$ cat config.mk
export PLATFORM = sky130hd
export DESIGN_NAME = circuit_evaluator
export DESIGN_NICKNAME = d
export VERILOG_FILES = /design/src/rtl/circuit_eval_pkg.sv /design/src/rtl/circuit_evaluator_cut_sync.sv /design/src/rtl/circuit_evaluator.sv
export SDC_FILE = /design/constraint.sdc
export NUM_CORES = 1
export LEC_CHECK = 0
export CORE_ASPECT_RATIO = 1.25
export CORE_MARGIN = 4
export CORE_UTILIZATION = 32
export DETAILED_ROUTE_END_ITERATION = 12
export PLACE_DENSITY = 0.55
export REMOVE_ABC_BUFFERS = 1
export SKIP_LAST_GASP = 1
export SYNTH_ARGS = -nofsm -noshare
export SYNTH_HDL_FRONTEND = slang
export SYNTH_SLANG_ARGS = --single-unit
$ cat constraint.sdc
create_clock -name clk -period 1.95 [get_ports clk]
set_clock_uncertainty 0.1 [all_clocks]
set_input_delay 0.39 -clock clk [delete_from_list [all_inputs] [get_ports clk]]
set_output_delay 0.39 -clock clk [all_outputs]
set_load 0.005 [all_outputs]
$ cat src/rtl/circuit_eval_pkg.sv
// Shared types and sizing helpers for the candidate-circuit fitness evaluator.
package circuit_eval_pkg;

    typedef enum logic [1:0] {
        IDLE,
        SETTLE,
        SAMPLE,
        DONE
    } state_t;

    function automatic int unsigned rows_f(input int unsigned n_in);
        return 32'd1 << n_in;
    endfunction

    // Wide enough to hold a count of every row matching without wrapping.
    function automatic int unsigned fit_w_f(input int unsigned rows);
        return $clog2(rows + 1);
    endfunction

endpackage

$ cat src/rtl/circuit_evaluator_cut_sync.sv
// Two-flop synchroniser for an asynchronous evolved-circuit output; reads 0 while in reset.
module cut_sync (
    input  logic clk,
    input  logic rst,
    input  logic async_in,
    output logic sync_out
);

    logic meta;

    always_ff @(posedge clk or posedge rst) begin
        if (rst) begin
            meta     <= 1'b0;
            sync_out <= 1'b0;
        end else begin
            meta     <= async_in;
            sync_out <= meta;
        end
    end

endmodule

$ cat src/rtl/circuit_evaluator.sv
// Walks every input row of a candidate circuit, samples its settled output and scores it against a target.
// Optional CIRCUIT_EVAL_OSC_DETECT_EN: multi-sample per-row stability checking.
module circuit_evaluator
    import circuit_eval_pkg::*;
#(
    parameter int unsigned N_IN          = 2,
    parameter int unsigned SETTLE_CYCLES = 8,
    parameter int unsigned SAMPLES       = 4,
    localparam int unsigned ROWS         = rows_f(N_IN),
    localparam int unsigned FIT_W        = fit_w_f(ROWS)
) (
    input  logic              clk,
    input  logic              rst,
    input  logic              start,
    input  logic [ROWS-1:0]   target,
    output logic [N_IN-1:0]   cut_inp,
    input  logic              cut_out,
    output logic              busy,
    output logic              done,
    output logic [ROWS-1:0]   match_mask,
    output logic [FIT_W-1:0]  fitness,
    output logic              unstable
);

`ifdef CIRCUIT_EVAL_OSC_DETECT_EN
    localparam int unsigned NSAMP = SAMPLES;
`else
    localparam int unsigned NSAMP = 1;
`endif
    localparam int unsigned     CNT_W    = $clog2(SETTLE_CYCLES + SAMPLES + 1);
    localparam logic [N_IN-1:0] LAST_ROW = N_IN'(ROWS - 1);

    state_t                state_q, state_d;
    logic [CNT_W-1:0]      cnt_q, cnt_d;
    logic [ROWS-1:0]       tgt_q, tgt_d;
    logic                  row_val_q, row_val_d;
    logic [N_IN-1:0]       inp_d;
    logic                  busy_d, done_d, unst_d;
    logic [ROWS-1:0]       mask_d;
    logic [FIT_W-1:0]      fit_d;
    logic                  sync_val;
    logic                  first_smp, cur_val, cur_bad, row_hit;
`ifdef CIRCUIT_EVAL_OSC_DETECT_EN
    logic                  row_bad_q, row_bad_d;
`endif

    cut_sync u_cut_sync (
        .clk      (clk),
        .rst      (rst),
        .async_in (cut_out),
        .sync_out (sync_val)
    );

    // Row verdict including the sample taken this cycle.
    always_comb begin
        first_smp = (cnt_q == '0);
        cur_val   = first_smp ? sync_val : row_val_q;
`ifdef CIRCUIT_EVAL_OSC_DETECT_EN
        cur_bad   = !first_smp && (row_bad_q || (sync_val != row_val_q));
`else
        cur_bad   = 1'b0;
`endif
        row_hit   = !cur_bad && (cur_val == tgt_q[cut_inp]);
    end

    always_comb begin
        state_d   = state_q;
        cnt_d     = cnt_q;
        tgt_d     = tgt_q;
        row_val_d = row_val_q;
`ifdef CIRCUIT_EVAL_OSC_DETECT_EN
        row_bad_d = row_bad_q;
`endif
        inp_d     = cut_inp;
        busy_d    = busy;
        done_d    = 1'b0;
        mask_d    = match_mask;
        fit_d     = fitness;
        unst_d    = unstable;

        case (state_q)
            IDLE: begin
                if (start) begin
                    tgt_d   = target;
                    mask_d  = '0;
                    fit_d   = '0;
                    unst_d  = 1'b0;
                    inp_d   = '0;
                    busy_d  = 1'b1;
                    cnt_d   = '0;
                    state_d = SETTLE;
                end
            end
            SETTLE: begin
                if (cnt_q == CNT_W'(SETTLE_CYCLES - 1)) begin
                    cnt_d   = '0;
                    state_d = SAMPLE;
                end else begin
                    cnt_d = cnt_q + CNT_W'(1);
                end
            end
            SAMPLE: begin
                row_val_d = cur_val;
`ifdef CIRCUIT_EVAL_OSC_DETECT_EN
                row_bad_d = cur_bad;
`endif
                if (cnt_q == CNT_W'(NSAMP - 1)) begin
                    // Row boundary: commit verdict, then advance or finish.
                    cnt_d           = '0;
                    mask_d[cut_inp] = row_hit;
                    if (row_hit) fit_d = fitness + FIT_W'(1);
                    if (cur_bad) unst_d = 1'b1;
                    if (cut_inp == LAST_ROW) begin
                        state_d = DONE;
                    end else begin
                        inp_d   = cut_inp + N_IN'(1);
                        state_d = SETTLE;
                    end
                end else begin
                    cnt_d = cnt_q + CNT_W'(1);
                end
            end
            DONE: begin
                done_d  = 1'b1;
                busy_d  = 1'b0;
                state_d = IDLE;
            end
            default: state_d = IDLE;
        endcase
    end

    always_ff @(posedge clk or posedge rst) begin
        if (rst) begin
            state_q    <= IDLE;
            cnt_q      <= '0;
            tgt_q      <= '0;
            row_val_q  <= 1'b0;
`ifdef CIRCUIT_EVAL_OSC_DETECT_EN
            row_bad_q  <= 1'b0;
`endif
            cut_inp    <= '0;
            busy       <= 1'b0;
            done       <= 1'b0;
            match_mask <= '0;
            fitness    <= '0;
            unstable   <= 1'b0;
        end else begin
            state_q    <= state_d;
            cnt_q      <= cnt_d;
            tgt_q      <= tgt_d;
            row_val_q  <= row_val_d;
`ifdef CIRCUIT_EVAL_OSC_DETECT_EN
            row_bad_q  <= row_bad_d;
`endif
            cut_inp    <= inp_d;
            busy       <= busy_d;
            done       <= done_d;
            match_mask <= mask_d;
            fitness    <= fit_d;
            unstable   <= unst_d;
        end
    end

endmodule

==> metrics.txt <==
PD cells=1770 nW/um2; via/cell ratio=4.88; status=finished, violations left; Worst Setup End Kind=flop; H-tree levels=1; RSZ-0062 raised after global routing=yes; Setup Viol. Count Final=3; CP delay by family, top=simple AND/OR/NAND/NOR gates; highest ir drop seen on vdd=between 600 and 700 uV; CP bufs+invs=1; Area growth syn-to-layout=35.2%; clk slew on worst S/H paths=80 ps; TritonCTS clock tree=built; #FFs+latches synth=24; Final Cycle Share=103%; Sw Pwr=around 0.0013 W; share of post-route cells with drive strength above 1=27.8%; Comb pwr share=between 60% and 70%; leading cell type in the layout, fill and taps excluded=dfrtp_1; most frequent cells in the layout=dfrtp_1, buf_4, clkdlybuf4s50_1, a21oi_1, ha_1; DR vias=1055; WP data required=approximately 2000 ps; Bufs on Longest Clock Path=2; Routed WL=2.76 mm; Area after DPL=1670 um2; CTS buffer count=3; drt initial violations=32; Cell Area, Synth=1330 um2; Sink Count=24; largest net degree at the start of global routing=25; Fillers=383; max-slew violations=0; Synth warnings=0; die area=5240 um2; Clk Latency, worst-skew pair=around 260 ps; clock group share of total power=9.2%; post-route setup slack=-56.5 ps; core footprint=3880 um2; register share of total power=26.0%; CP arrival=2070 ps; Die Y=80.0 um; port buffer count=18; critical path, cell by cell=inv_2 -> ha_4 -> or3b_4 -> mux2i_4 -> xor2_2 -> a31oi_1 -> a41o_1; crit path max-delay cell type=or3b_4; syn_area_per_cell=10.4 um2; final hold vios=0; Synth Flop Type=dfrtp_1; slowest stage delay, CP=410 ps; Net Sw Frac=40.3%; fin area=1790 um2; CTS Root Cell=clkbuf_8; Die Wd=around 66 um; Hold Buf Count CTS=0; Fmax=498 MHz; Max Cap Viol=0; hold_ws=272 ps; grt ovf=0; register area share after synthesis=45.3%; Cell Int Power=between 0.0015 and 0.002 W; Worst setup SP type=flop; first-pass GRT wire length=4.90 mm; post-route ant nets=0; Remaining DRCs=0; async set or reset register ratio after synthesis=100%; Initial Utilization=34.2%; Distinct cells, synth=38; worst hold path class=flop to flop; fin nets=183; number of synthesized flops with an enable pin=0; WL per Instance=12.8 um; Syn Inst Count=between 100 and 150; Post-DP HPWL=2.10 mm; Rows=25; drt first pass iters=4; initial antenna violation count=0; GRT Total Usage=11.8%; antenna cell count=0; Tmin final=around 2000 ps; I/O pin count=20; total leakage power=0.787 nW; failing checks=negative setup slack; critical path class=flop to flop; CP Max Fanout=4; vias in the first global route=roughly 1.1k; global placement routability congestion=roughly 0.83
-- cells by family after synthesis --
| logic type | share of synthesized area, % |
|---|---|
| AOI/OAI and AO/OA | 18.9 |
| and+or+nand+nor | 9.53 |
| DFF | 45.3 |
| buffers and inverters | 5.47 |
| adders and majority gates | 10.4 |
| muxes | 8.30 |
| xor gates and xnor gates | 1.89 |
| other | 0.283 |
-- power by group through the flow --
stage / Combinational [W] / Sequential, W / Clock (W)
finish: 0.00206 / 0.000825 / 0.000291
global route: 0.00227 / 0.000855 / 0.000328
CTS: 0.00201 / 0.000823 / 0.000311
detailed placement: 0.00180 / 0.000830 / 0
global placement: 0.00177 / 0.000824 / 0
floorplan: 0.00102 / 0.000839 / 0
-- registers in the layout, indices dropped and copies added (netlist names) --
register             flops
u_cut_sync.sync_out      1
cut_inp                  2
cnt_q                    4
row_val_q                1
u_cut_sync.meta          1
tgt_q                    4
busy                     1
fitness                  3
done                     1
state_q                  2
match_mask               4
-- Yosys cell counts (2+ instances only) --
library cell	number	area share (%)
a21oi_1	13	4.9
a311oi_1	3	2.0
a31oi_1	3	1.4
clkbuf_1	3	0.85
dfrtp_1	24	45
ha_1	11	10
inv_1	10	2.8
mux2_2	4	3.4
mux2i_1	2	1.5
nand2_1	9	2.5
nand3_1	2	0.75
nor2_1	7	2.0
nor2b_1	2	0.94
o21a_1	2	1.1
o21ai_0	9	3.4
-- stage by stage --
step	instances	setup slack [ps]	power [W]	utilization [%]	TNS (ps)
2_1_floorplan	121	-247	0.00186	-	-1270
6_report	216	-56.5	0.00317	46.2	-81.1
3_5_place_dp	211	-161	0.00263	43.2	-1020
5_1_grt	216	-152	0.00346	46.2	-668
3_3_place_gp	211	-117	0.00259	43.2	-758
4_1_cts	216	-59.4	0.00314	45.7	-125
-- worst paths after layout --
| path | cells after the start | to | slack [ps] | startpoint |
|---|---|---|---|---|
| min in group asynchronous | 3 | done | 370 | rst |
| worst min-delay path | 0 | u_cut_sync.sync_out | 270 | u_cut_sync.meta |
| worst max register to register | 7 | fitness[2] | -60 | cnt_q[1] |
| worst max-delay path | 7 | fitness[2] | -60 | cnt_q[1] |
| worst min register to register | 0 | u_cut_sync.sync_out | 270 | u_cut_sync.meta |
| max in group asynchronous | 3 | cnt_q[2] | 1140 | rst |
-- routing by layer --
layer | global-route usage, % | vias up | part of all wire [%]
met4 | 3.73 | 0 | 1.1
met3 | 1.69 | 4 | 2.6
met2 | 20.6 | 14 | 52
met1 | 14.8 | 517 | 44
li1 | - | 520 | -
met5 | 0 | - | 0
-- final cells by class --
class / instances / area, um2 / share of cell area, %
Clock buffer: 3 / 41.3 / 2.30
Inverter: 10 / 37.5 / 2.09
Multi-Input combinational cell: 87 / 712 / 39.7
Sequential cell: 24 / 601 / 33.5
Tap cell: 54 / 67.6 / 3.77
Timing Repair Buffer: 38 / 334 / 18.6
-- timing repair --
item	in CTS	in global routing
setup buffers	2	0
endpoints found under the setup margin	11	10
pin swaps	7	6
endpoints found under the hold margin	0	0
resized for setup	12	6
Note: power is estimated with default switching activity, not from simulation.
